## config.mk

```make
export PLATFORM = sky130hd
export DESIGN_NAME = matrix_stream_receiver
export DESIGN_NICKNAME = d
export VERILOG_FILES = /design/src/rtl/matrix_stream_pkg.sv /design/src/rtl/matrix_stream_receiver_number_assembler.sv /design/src/rtl/matrix_stream_receiver.sv
export SDC_FILE = /design/constraint.sdc
export NUM_CORES = 1
export LEC_CHECK = 0
export ABC_CLOCK_PERIOD_IN_PS = 2100
export BUFFER_PORTS_ARGS = -buffer_cell sky130_fd_sc_hd__buf_2
export CAP_MARGIN = 20
export CORE_UTILIZATION = 30
export DETAILED_ROUTE_END_ITERATION = 12
export PLACE_DENSITY_LB_ADDON = 0.08
export SYNTH_ARGS = -nofsm -noshare
export SYNTH_HDL_FRONTEND = slang
export SYNTH_SLANG_ARGS = --single-unit
```

## constraint.sdc

```tcl
create_clock -name clk -period 2.1 [get_ports clk]
set_clock_uncertainty 0.2 [all_clocks]
set_input_delay 0.105 -clock clk [delete_from_list [all_inputs] [get_ports clk]]
set_output_delay 0.105 -clock clk [all_outputs]
set_load 0.02 [all_outputs]
```

## src/rtl/matrix_stream_pkg.sv

```systemverilog
// Shared types and helpers for the matrix stream receiver.
// The optional checksum stage is controlled by MATRIX_STREAM_CHECKSUM_EN.
package matrix_stream_pkg;

  localparam int unsigned NUMBER_BITS_DEFAULT = 37;

  typedef enum logic [1:0] {
    IDLE    = 2'd0,
    RECEIVE = 2'd1,
    CHECK   = 2'd2,
    HOLD    = 2'd3
  } state_e;

  function automatic int unsigned bytes_per_number(input int unsigned bits);
    return (bits + 7) / 8;
  endfunction

  function automatic int unsigned elem_offset(input int unsigned r, input int unsigned c,
                                              input int unsigned i, input int unsigned dim,
                                              input int unsigned bits);
    return ((r * dim + c) * 2 + i) * bits;
  endfunction

endpackage

```

## src/rtl/matrix_stream_receiver_number_assembler.sv

```systemverilog
// Builds one NUMBER_BITS value from an LSB-first byte stream. Bits of the last
// byte above NUMBER_BITS-1 are dropped.
module number_assembler
  import matrix_stream_pkg::*;
#(
  parameter int unsigned NUMBER_BITS = NUMBER_BITS_DEFAULT
) (
  input  logic                   clk,
  input  logic                   reset,
  input  logic [7:0]             data_i,
  input  logic                   strobe_i,
  input  logic                   clear_i,
  output logic [NUMBER_BITS-1:0] number_c,
  output logic                   done_c
);

  localparam int unsigned BPN   = bytes_per_number(NUMBER_BITS);
  localparam int unsigned IDX_W = (BPN > 1) ? $clog2(BPN) : 1;

  logic [IDX_W-1:0]       byte_idx_q;
  logic [NUMBER_BITS-1:0] acc_q;
  logic                   last_c;

  assign last_c = (byte_idx_q == IDX_W'(BPN - 1));

  // Current byte merged over the bytes already collected; the top-bit masking
  // falls out of only mapping bits below NUMBER_BITS.
  always_comb begin
    number_c = acc_q;
    for (int unsigned b = 0; b < NUMBER_BITS; b++) begin
      if (byte_idx_q == IDX_W'(b / 8)) number_c[b] = data_i[b % 8];
    end
    done_c = strobe_i && !clear_i && last_c;
  end

  always_ff @(posedge clk) begin
    if (reset) begin
      byte_idx_q <= '0;
      acc_q      <= '0;
    end else if (clear_i) begin
      byte_idx_q <= '0;
    end else if (strobe_i) begin
      acc_q      <= number_c;
      byte_idx_q <= last_c ? '0 : byte_idx_q + IDX_W'(1);
    end
  end

endmodule

```

## src/rtl/matrix_stream_receiver.sv

```systemverilog
// Assembles a DIM x DIM complex matrix from the UART byte stream and holds it
// behind a valid/accept handshake. MATRIX_STREAM_CHECKSUM_EN adds an XOR check byte.
module matrix_stream_receiver
  import matrix_stream_pkg::*;
#(
  parameter int unsigned DIM         = 2,
  parameter int unsigned NUMBER_BITS = NUMBER_BITS_DEFAULT
) (
  input  logic                               clk,
  input  logic                               reset,
  input  logic                               start,
  input  logic [7:0]                         received_byte,
  input  logic                               received_ready,
  output logic [DIM*DIM*2*NUMBER_BITS-1:0]   matrix_out,
  output logic                               matrix_valid,
  input  logic                               matrix_accept,
  output logic                               busy,
  output logic                               error
);

  localparam int unsigned NUM_ELEMS = 2 * DIM * DIM;
  localparam int unsigned ELEM_W    = $clog2(NUM_ELEMS) + 1;
  localparam int unsigned MAT_W     = NUM_ELEMS * NUMBER_BITS;

  state_e                 state_q;
  logic [ELEM_W-1:0]      elem_q;
  logic [MAT_W-1:0]       matrix_q;
  logic                   valid_q;
  logic                   busy_q;
  logic                   clear_c;
  logic                   strobe_c;
  logic [NUMBER_BITS-1:0] number_c;
  logic                   done_c;
`ifdef MATRIX_STREAM_CHECKSUM_EN
  logic [7:0]             xor_q;
  logic                   error_q;
`endif

  // A start outside HOLD always restarts; its same-cycle byte is the command.
  assign clear_c  = start && (state_q != HOLD);
  assign strobe_c = received_ready && !start && (state_q == RECEIVE);

  number_assembler #(.NUMBER_BITS(NUMBER_BITS)) u_number_assembler (
    .clk      (clk),
    .reset    (reset),
    .data_i   (received_byte),
    .strobe_i (strobe_c),
    .clear_i  (clear_c),
    .number_c (number_c),
    .done_c   (done_c)
  );

  always_ff @(posedge clk) begin
    if (reset) begin
      state_q  <= IDLE;
      elem_q   <= '0;
      matrix_q <= '0;
      valid_q  <= 1'b0;
      busy_q   <= 1'b0;
`ifdef MATRIX_STREAM_CHECKSUM_EN
      xor_q    <= '0;
      error_q  <= 1'b0;
`endif
    end else begin
`ifdef MATRIX_STREAM_CHECKSUM_EN
      error_q <= 1'b0;
`endif
      case (state_q)
        IDLE: begin
          if (start) begin
            state_q <= RECEIVE;
            busy_q  <= 1'b1;
            elem_q  <= '0;
`ifdef MATRIX_STREAM_CHECKSUM_EN
            xor_q   <= '0;
`endif
          end
        end
        RECEIVE: begin
          if (start) begin
            elem_q <= '0;
`ifdef MATRIX_STREAM_CHECKSUM_EN
            xor_q  <= '0;
`endif
          end else begin
`ifdef MATRIX_STREAM_CHECKSUM_EN
            if (received_ready) xor_q <= xor_q ^ received_byte;
`endif
            if (done_c) begin
              for (int unsigned r = 0; r < DIM; r++) begin
                for (int unsigned c = 0; c < DIM; c++) begin
                  for (int unsigned i = 0; i < 2; i++) begin
                    if (elem_q == ELEM_W'((r * DIM + c) * 2 + i))
                      matrix_q[elem_offset(r, c, i, DIM, NUMBER_BITS) +: NUMBER_BITS] <= number_c;
                  end
                end
              end
              elem_q <= elem_q + ELEM_W'(1);
              if (elem_q == ELEM_W'(NUM_ELEMS - 1)) begin
`ifdef MATRIX_STREAM_CHECKSUM_EN
                state_q <= CHECK;
`else
                state_q <= HOLD;
                valid_q <= 1'b1;
                busy_q  <= 1'b0;
`endif
              end
            end
          end
        end
`ifdef MATRIX_STREAM_CHECKSUM_EN
        CHECK: begin
          if (start) begin
            state_q <= RECEIVE;
            elem_q  <= '0;
            xor_q   <= '0;
          end else if (received_ready) begin
            busy_q <= 1'b0;
            if (received_byte == xor_q) begin
              state_q <= HOLD;
              valid_q <= 1'b1;
            end else begin
              state_q <= IDLE;
              error_q <= 1'b1;
            end
          end
        end
`endif
        HOLD: begin
          // Accept beats any simultaneous start; new traffic is ignored here.
          if (matrix_accept) begin
            state_q <= IDLE;
            valid_q <= 1'b0;
          end
        end
        default: begin
          state_q <= IDLE;
          busy_q  <= 1'b0;
        end
      endcase
    end
  end

  assign matrix_out   = matrix_q;
  assign matrix_valid = valid_q;
  assign busy         = busy_q;
`ifdef MATRIX_STREAM_CHECKSUM_EN
  assign error        = error_q;
`else
  assign error        = 1'b0;
`endif

endmodule

```

==> reports/results.tsv, run 1 <==
metric	value	unit
synth-seq-cells	344	
cp_num_buf_inv	4	
clockBufferDepth	3	
required	2.30	ns
holdWs	-0.0705	ns
switching_share	22.8	%
final_hold_viol_count	12	
crit_chain	inv_1 > ha_2 > buf_4 > nand4b_1 > buf_4 > clkbuf_8 > o311ai_1 > o31ai_1	
drt_iter0_drc	991	
cpPeakStageDelay	0.31	ns
final_cells	2308	
die_h	217	um
slew_viol_final	0	
critical_path_class	reg2reg	
synthArstFlopShare	0	%
p_leak	7.98	nW
slew_headroom	30.3	%
yosysSeqAreaShare	49.7	%
setup_tns	-0.00330	ns
dr.pass1.iters	4	
cts_buffers	41	
grt_pass1_wl	82500	um
p_seq_share	45.7	%
hold_path.class	in2reg	
fmax	475	MHz
cts.clk_slew.worst_paths	0.06	ns
drive_gt1_share	32.1	%
syn_nets	1399	
grt_pass1_vias	12300	
crit_top_cell	buf_4	
setup_viol	1	
final_common_cell	dfxtp_1	
cell_internal_pwr	11.1	mW
cp-start-kind	flop	
status	finished with violations	
wirelength	56200	um
die_area	0.0470	sq mm
drc	0	
clock_sink_count	344	
syn_inst	1377	
pin_count	312	
setup_ws	-0.00330	ns
insertion_delay	0.56	ns
syn_avg_cell_area	10.1	sq um
synth_edf_count	0	
grt_overflow_total	0	
critPathTopFamily	buffers and inverters	
slowest_stage	dfxtp_1	
portBuffers	310	
layout_common_cells	344 x dfxtp_1, 310 x buf_2, 191 x o31ai_1	
synth.distinct_cells	49	
antenna_left	0	
antennaDiodeCount	0	
avgRoutedWirePerCell	24.4	um
maxCapViolCount	0	
antenna_found_initial	0	
rsz0062_at_grt	true	
grt_max_degree	195	
p_comb_share	3.9	%
p_per_area	769	mW/mm^2
endpoint_kind	flop	
crit_fanout	35	
syn_area	0.0139	sq mm
rows	78	
placed_cells	2220	
p_clk_share	50.5	%
gp_congestion	0.773	
cts_tree	built	
fin_nets	1706	
period_share	100	%
htreeDepth	2	
violations	hold timing, setup timing	
post-dp-hpwl	35100	um
vias	12800	
period_minus_slack	2.10	ns
die_w	217	um
vias_per_cell	5.54	
critPathArrivalTime	2.30	ns
net-switching-power	3.26	mW
peakVddDrop	0.525	mV
start_util	30.5	%
power	14.3	mW
fillers	4524	
synth_flop_cell	dfxtp_1	
worst_pin_slew	1.05	ns
area_growth	34.4	%
cts_root_buffer	clkbuf_16	
grtUsageTotal	23.0	%
synth_warnings	0	
core_area	0.0455	sq mm
[area by class of cell]
type	instances	area, sq um	share of cell area [%]
sequential	344	6890	37.0
multi-input combinational	833	6390	34.3
timing repair buffer	452	3200	17.2
clock buffer	58	1180	6.35
tap	600	751	4.03
clock inverter	9	153	0.820
inverter	12	52.6	0.282
[path summary, 6_finish.rpt]
| kind | start | end | slack (ns) | cells past startpoint |
|---|---|---|---|---|
| max | u_number_assembler.byte_idx_q[0] | matrix_out[235] | -0.003 | 8 |
| min reg2reg | matrix_out[254] | matrix_out[254] | 0.25 | 2 |
| min | reset | u_number_assembler.acc_q[32] | -0.07 | 3 |
| max reg2reg | u_number_assembler.byte_idx_q[0] | matrix_out[235] | -0.003 | 8 |
[cell usage after synthesis (all sizes together) (2+ instances only)]
master / count / area, sq um
and2: 2 / 12.5
a21boi: 5 / 37.5
nand4: 2 / 12.5
inv: 12 / 45.0
or3: 2 / 12.5
o31ai: 192 / 1450
nor2b: 4 / 25.0
mux2: 8 / 90.1
nand2: 119 / 447
o21ai: 43 / 215
nand2b: 3 / 18.8
and3: 5 / 31.3
mux2i: 128 / 1280
clkbuf: 148 / 557
dfxtp: 344 / 6890
buf: 40 / 255
a31oi: 3 / 18.8
ha: 9 / 113
nand4bb: 2 / 22.5
o311ai: 192 / 1680
nand3: 48 / 240
o211ai: 4 / 30.0
a21oi: 42 / 210
nand3b: 2 / 15.0
[metrics by stage]
stage | hold slack, ns | area, sq um | setup slack (ns) | util, %
final | -0.0705 | 18600 | -0.00330 | 40.9
after global routing | 0.0645 | 18600 | -0.0896 | 40.9
after CTS | 0.0344 | 18400 | -0.00453 | 40.4
after detailed placement | 0.128 | 16900 | -0.122 | 37.1
after global placement | 0.120 | 16900 | -0.145 | 37.1
after floorplan | 0.0224 | 13900 | -0.0301 | -
[worst register-to-register path: cells and delay by family (launching register included)]
family,cells,cell delay (ns)
flops,1,0.31
compound gates,2,0.43
fa+ha+maj,1,0.23
buf+inv,4,0.68
simple gates,1,0.10
[logic make-up (layout without fill, tap and decap cells)]
family	count (synthesis)	after routing	share of synthesized area, %
adder cells (fa/ha/maj)	9	9	0.813
AND/OR/NAND/NOR	199	199	6.67
multiplexers	136	136	9.90
flip-flops	344	344	49.7
buffers and inverters	200	531	6.19
XOR/XNOR	1	1	0.0632
other	1	1	0.0271
AO/OA/AOI/OAI	487	487	26.6
[repair_timing]
action | in CTS | in global routing
hold endpoints to repair | 107 | 0
setup endpoints to repair | 65 | 143
resized for setup | 19 | 111
pin swaps | 0 | 2
hold buffers | 12 | 0
buffers inserted | 0 | 6
gates cloned | 0 | 3
[flip-flops by register name, indices dropped and copies added (netlist names)]
name and count:
state_q 2, elem_q 4, u_number_assembler.byte_idx_q 3, u_number_assembler.acc_q 37
matrix_valid 1, matrix_out 296, busy 1
[power by group through the flow]
stage	registers (mW)	clock network, mW	logic [mW]
floorplan	6.68	0	0.262
global placement	6.68	0	0.506
detailed placement	6.68	0	0.506
CTS	6.54	7.38	0.534
global route	6.54	7.65	0.581
finish	6.54	7.22	0.552
[per-layer routing]
layer / GRT usage (%) / vias to the layer above / share of wire (%) / wire, um
li1: - / 5947 / - / -
met1: 30.9 / 6337 / 45 / 25200
met2: 36.6 / 405 / 47 / 26200
met3: 4.93 / 87 / 6.0 / 3400
met4: 7.58 / 0 / 2.7 / 1500
met5: 0 / - / 0 / 0
Note: power is estimated with default switching activity, not from simulation.
==> inputs of run 2 (changes only) <==
--- a/config.mk
+++ b/config.mk
@@ -10,7 +10,9 @@
 export CAP_MARGIN = 20
 export CORE_UTILIZATION = 30
 export DETAILED_ROUTE_END_ITERATION = 12
-export PLACE_DENSITY_LB_ADDON = 0.08
+export PLACE_DENSITY = 0.53
+export SETUP_SLACK_MARGIN = 0.4
 export SYNTH_ARGS = -nofsm -noshare
 export SYNTH_HDL_FRONTEND = slang
+export SYNTH_HIERARCHICAL = 1
 export SYNTH_SLANG_ARGS = --single-unit
==> reports/results.tsv, run 2 <==
metric	value	unit	change
die_h	217	um	about the same
clockBufferDepth	3		unchanged
peakVddDrop	0.509	mV	-2.9%
placed_area	0.0164	sq mm	-2.6%
post-dp-hpwl	36100	um	+2.7%
setup_ws	-0.305	ns	-0.302 ns
setup_viol	302		+301
grt_overflow_total	0		unchanged
synth_flop_cell	dfxtp_1		
grt_max_degree	158		-19%
critPathTopFamily	simple AND/OR/NAND/NOR gates		
die_w	217	um	about the same
dr.pass1.iters	5		+1
critical_path_class	reg2reg		
cts_root_buffer	clkbuf_16		
violations	hold timing, setup timing		
avgRoutedWirePerCell	24.5	um	+0.59%
cts_buffers	40		-2.4%
cp-start-kind	flop		
slew_viol_final	0		unchanged
antenna_found_initial	0		unchanged
synth_top_area_share	49.8	%	about the same
start_util	30.4	%	about the same
die_area	0.0470	sq mm	about the same
fin_nets	1983		+16%
synth.distinct_cells	42		-14%
power	14.0	mW	-2.4%
placed_cells	2438		+9.8%
yosys.area.top_type	dfxtp_1		
cts_tree	built		
ctsHoldBuffers	16		+4
cpPeakStageDelay	0.55	ns	+0.24 ns
p_leak	7.57	nW	-5.1%
pin_count	312		unchanged
synthTopCellsByCount	344 x dfxtp_1, 308 x a21oi_1, 296 x nand3_1		
fin_util	45.4	%	+4.4 points
final_cells	2592		+12%
synth_edf_count	0		unchanged
largest_reg_flops	296		unchanged
period_minus_slack	2.41	ns	+0.302 ns
layout_common_cells	342 x dfxtp_1, 309 x buf_2, 223 x a21oi_1		
rows	78		unchanged
rsz0062_at_grt	true		
fmax	416	MHz	-13%
worst_pin_slew	0.910	ns	-0.135 ns
setup_tns	-53.24	ns	-53.24 ns
synth-seq-cells	344		unchanged
crit_chain	nor2b_4 > and3b_1 > and4b_1 > or4b_4 > buf_12 > clkbuf_16 > o21ai_2 > a21oi_1		
endpoint_kind	flop		
area_growth	49.1	%	
holdCritStartpoint	reset		
vias_per_cell	5.55		+0.30%
yosysMostFrequentCell	dfxtp_1		
critPathArrivalTime	2.61	ns	+0.31 ns
r2r_slack	-0.31	ns	-0.30 ns
worst_hold_path.num_cells	2		-1
antennaDiodeCount	0		unchanged
htreeDepth	2		unchanged
slowest_stage	or4b_4		
final_hold_viol_count	34		+22
hold_path.class	in2reg		
reg2reg_from	state_q[0]		
syn_inst	1667		+21%
syn_area	0.0138	sq mm	about the same
synth.area.top_cells	dfxtp_1 50%, a21oi_1 11%, nand3_1 11%		
drive_gt1_share	40.4	%	+8.3 points
status	finished with violations		
cp_num_buf_inv	2		-2
crit_fanout	8		-77%
drt_iter0_drc	1355		+37%
grt_pass1_vias	12500		+1.2%
clock_sink_count	344		unchanged
timing.rr.end	matrix_out[132]		
holdPathEnd	state_q[0]		
p_per_area	678	mW/mm^2	-12%
ff2ff_path_depth	8		unchanged
antenna_left	0		unchanged
drc	0		unchanged
cts.clk_slew.worst_paths	0.06	ns	about the same
portBuffers	310		unchanged
synth_warnings	6		+6
grtUsageTotal	23.1	%	+0.063 points
syn_avg_cell_area	8.30	sq um	-17%
required	2.31	ns	about the same
insertion_delay	0.56	ns	about the same
vias	14400		+13%
grt_pass1_wl	81900	um	-0.74%
fin_area	0.0206	sq mm	+11%
synthArstFlopShare	0	%	unchanged
holdWs	-0.286	ns	-0.215 ns
period_share	115	%	+14 points
slew_headroom	39.1	%	+8.8 points
wirelength	63500	um	+13%
core_area	0.0455	sq mm	unchanged
final_common_cell	dfxtp_1		
gp_congestion	0.821		+6.2%
yosysSeqAreaShare	49.8	%	about the same
syn_nets	1689		+21%
maxCapViolCount	0		unchanged
run 2: layout make-up:
| type | count | area (sq um) |
|---|---|---|
| Fill cell | 4415 | 24900 |
| Multi-Input combinational cell | 1088 | 7380 |
| Sequential cell | 344 | 6890 |
| Timing Repair Buffer | 480 | 4300 |
| Clock buffer | 62 | 1180 |
| Tap cell | 600 | 751 |
| Clock inverter | 11 | 91.3 |
| Inverter | 7 | 26.3 |
run 2: logic make-up after synthesis:
group / share of synthesized area (%)
compound gates: 22.8
simple gates: 14.6
flops: 49.8
buf+inv: 7.16
mux: 4.89
fa+ha+maj: 0.814
other cells: 0.0271
run 2: metrics by stage:
step | worst slack (ns) | hold slack, ns
floorplan | -0.593 | 0.0237
global placement | -0.200 | 0.131
detailed placement | -0.219 | 0.146
CTS | -0.208 | -0.308
global route | -0.328 | -0.276
finish | -0.305 | -0.286
run 2: worst max-delay path by stage:
stage / endpoint / cells past startpoint / from / slack (ns)
after floorplan: matrix_out[37] / 13 / state_q[0] / -0.59
after global placement: matrix_out[61] / 9 / state_q[0] / -0.20
after detailed placement: matrix_out[61] / 9 / state_q[0] / -0.22
after CTS: matrix_out[84] / 7 / state_q[0] / -0.21
after global routing: matrix_out[122] / 7 / state_q[0] / -0.33
final: matrix_out[132] / 8 / state_q[0] / -0.31
run 2: layer usage:
| layer | vias to the layer above | global-route usage [%] | wire length [um] |
|---|---|---|---|
| met1 | 7118 | 30.7 | 26400 |
| met5 | - | 0 | 0 |
| li1 | 6530 | - | - |
| met3 | 105 | 5.67 | 5150 |
| met2 | 638 | 36.0 | 29700 |
| met4 | 0 | 8.78 | 2270 |
run 2: timing repair:
action,4_1_cts,5_1_grt
pin swaps,2,122
endpoints found under the hold margin,66,34
endpoints found under the setup margin,340,340
gates cloned,2,50
gates resized for setup,12,440
setup buffers,4,9
run 2: where the power goes:
group / switching, mW / internal (mW) / leakage (nW)
clock: 2.91 / 4.01 / 0.633
combinational: 0.394 / 0.118 / 4.17
sequential: 0.00735 / 6.54 / 2.77
total: 3.31 / 10.7 / 7.57
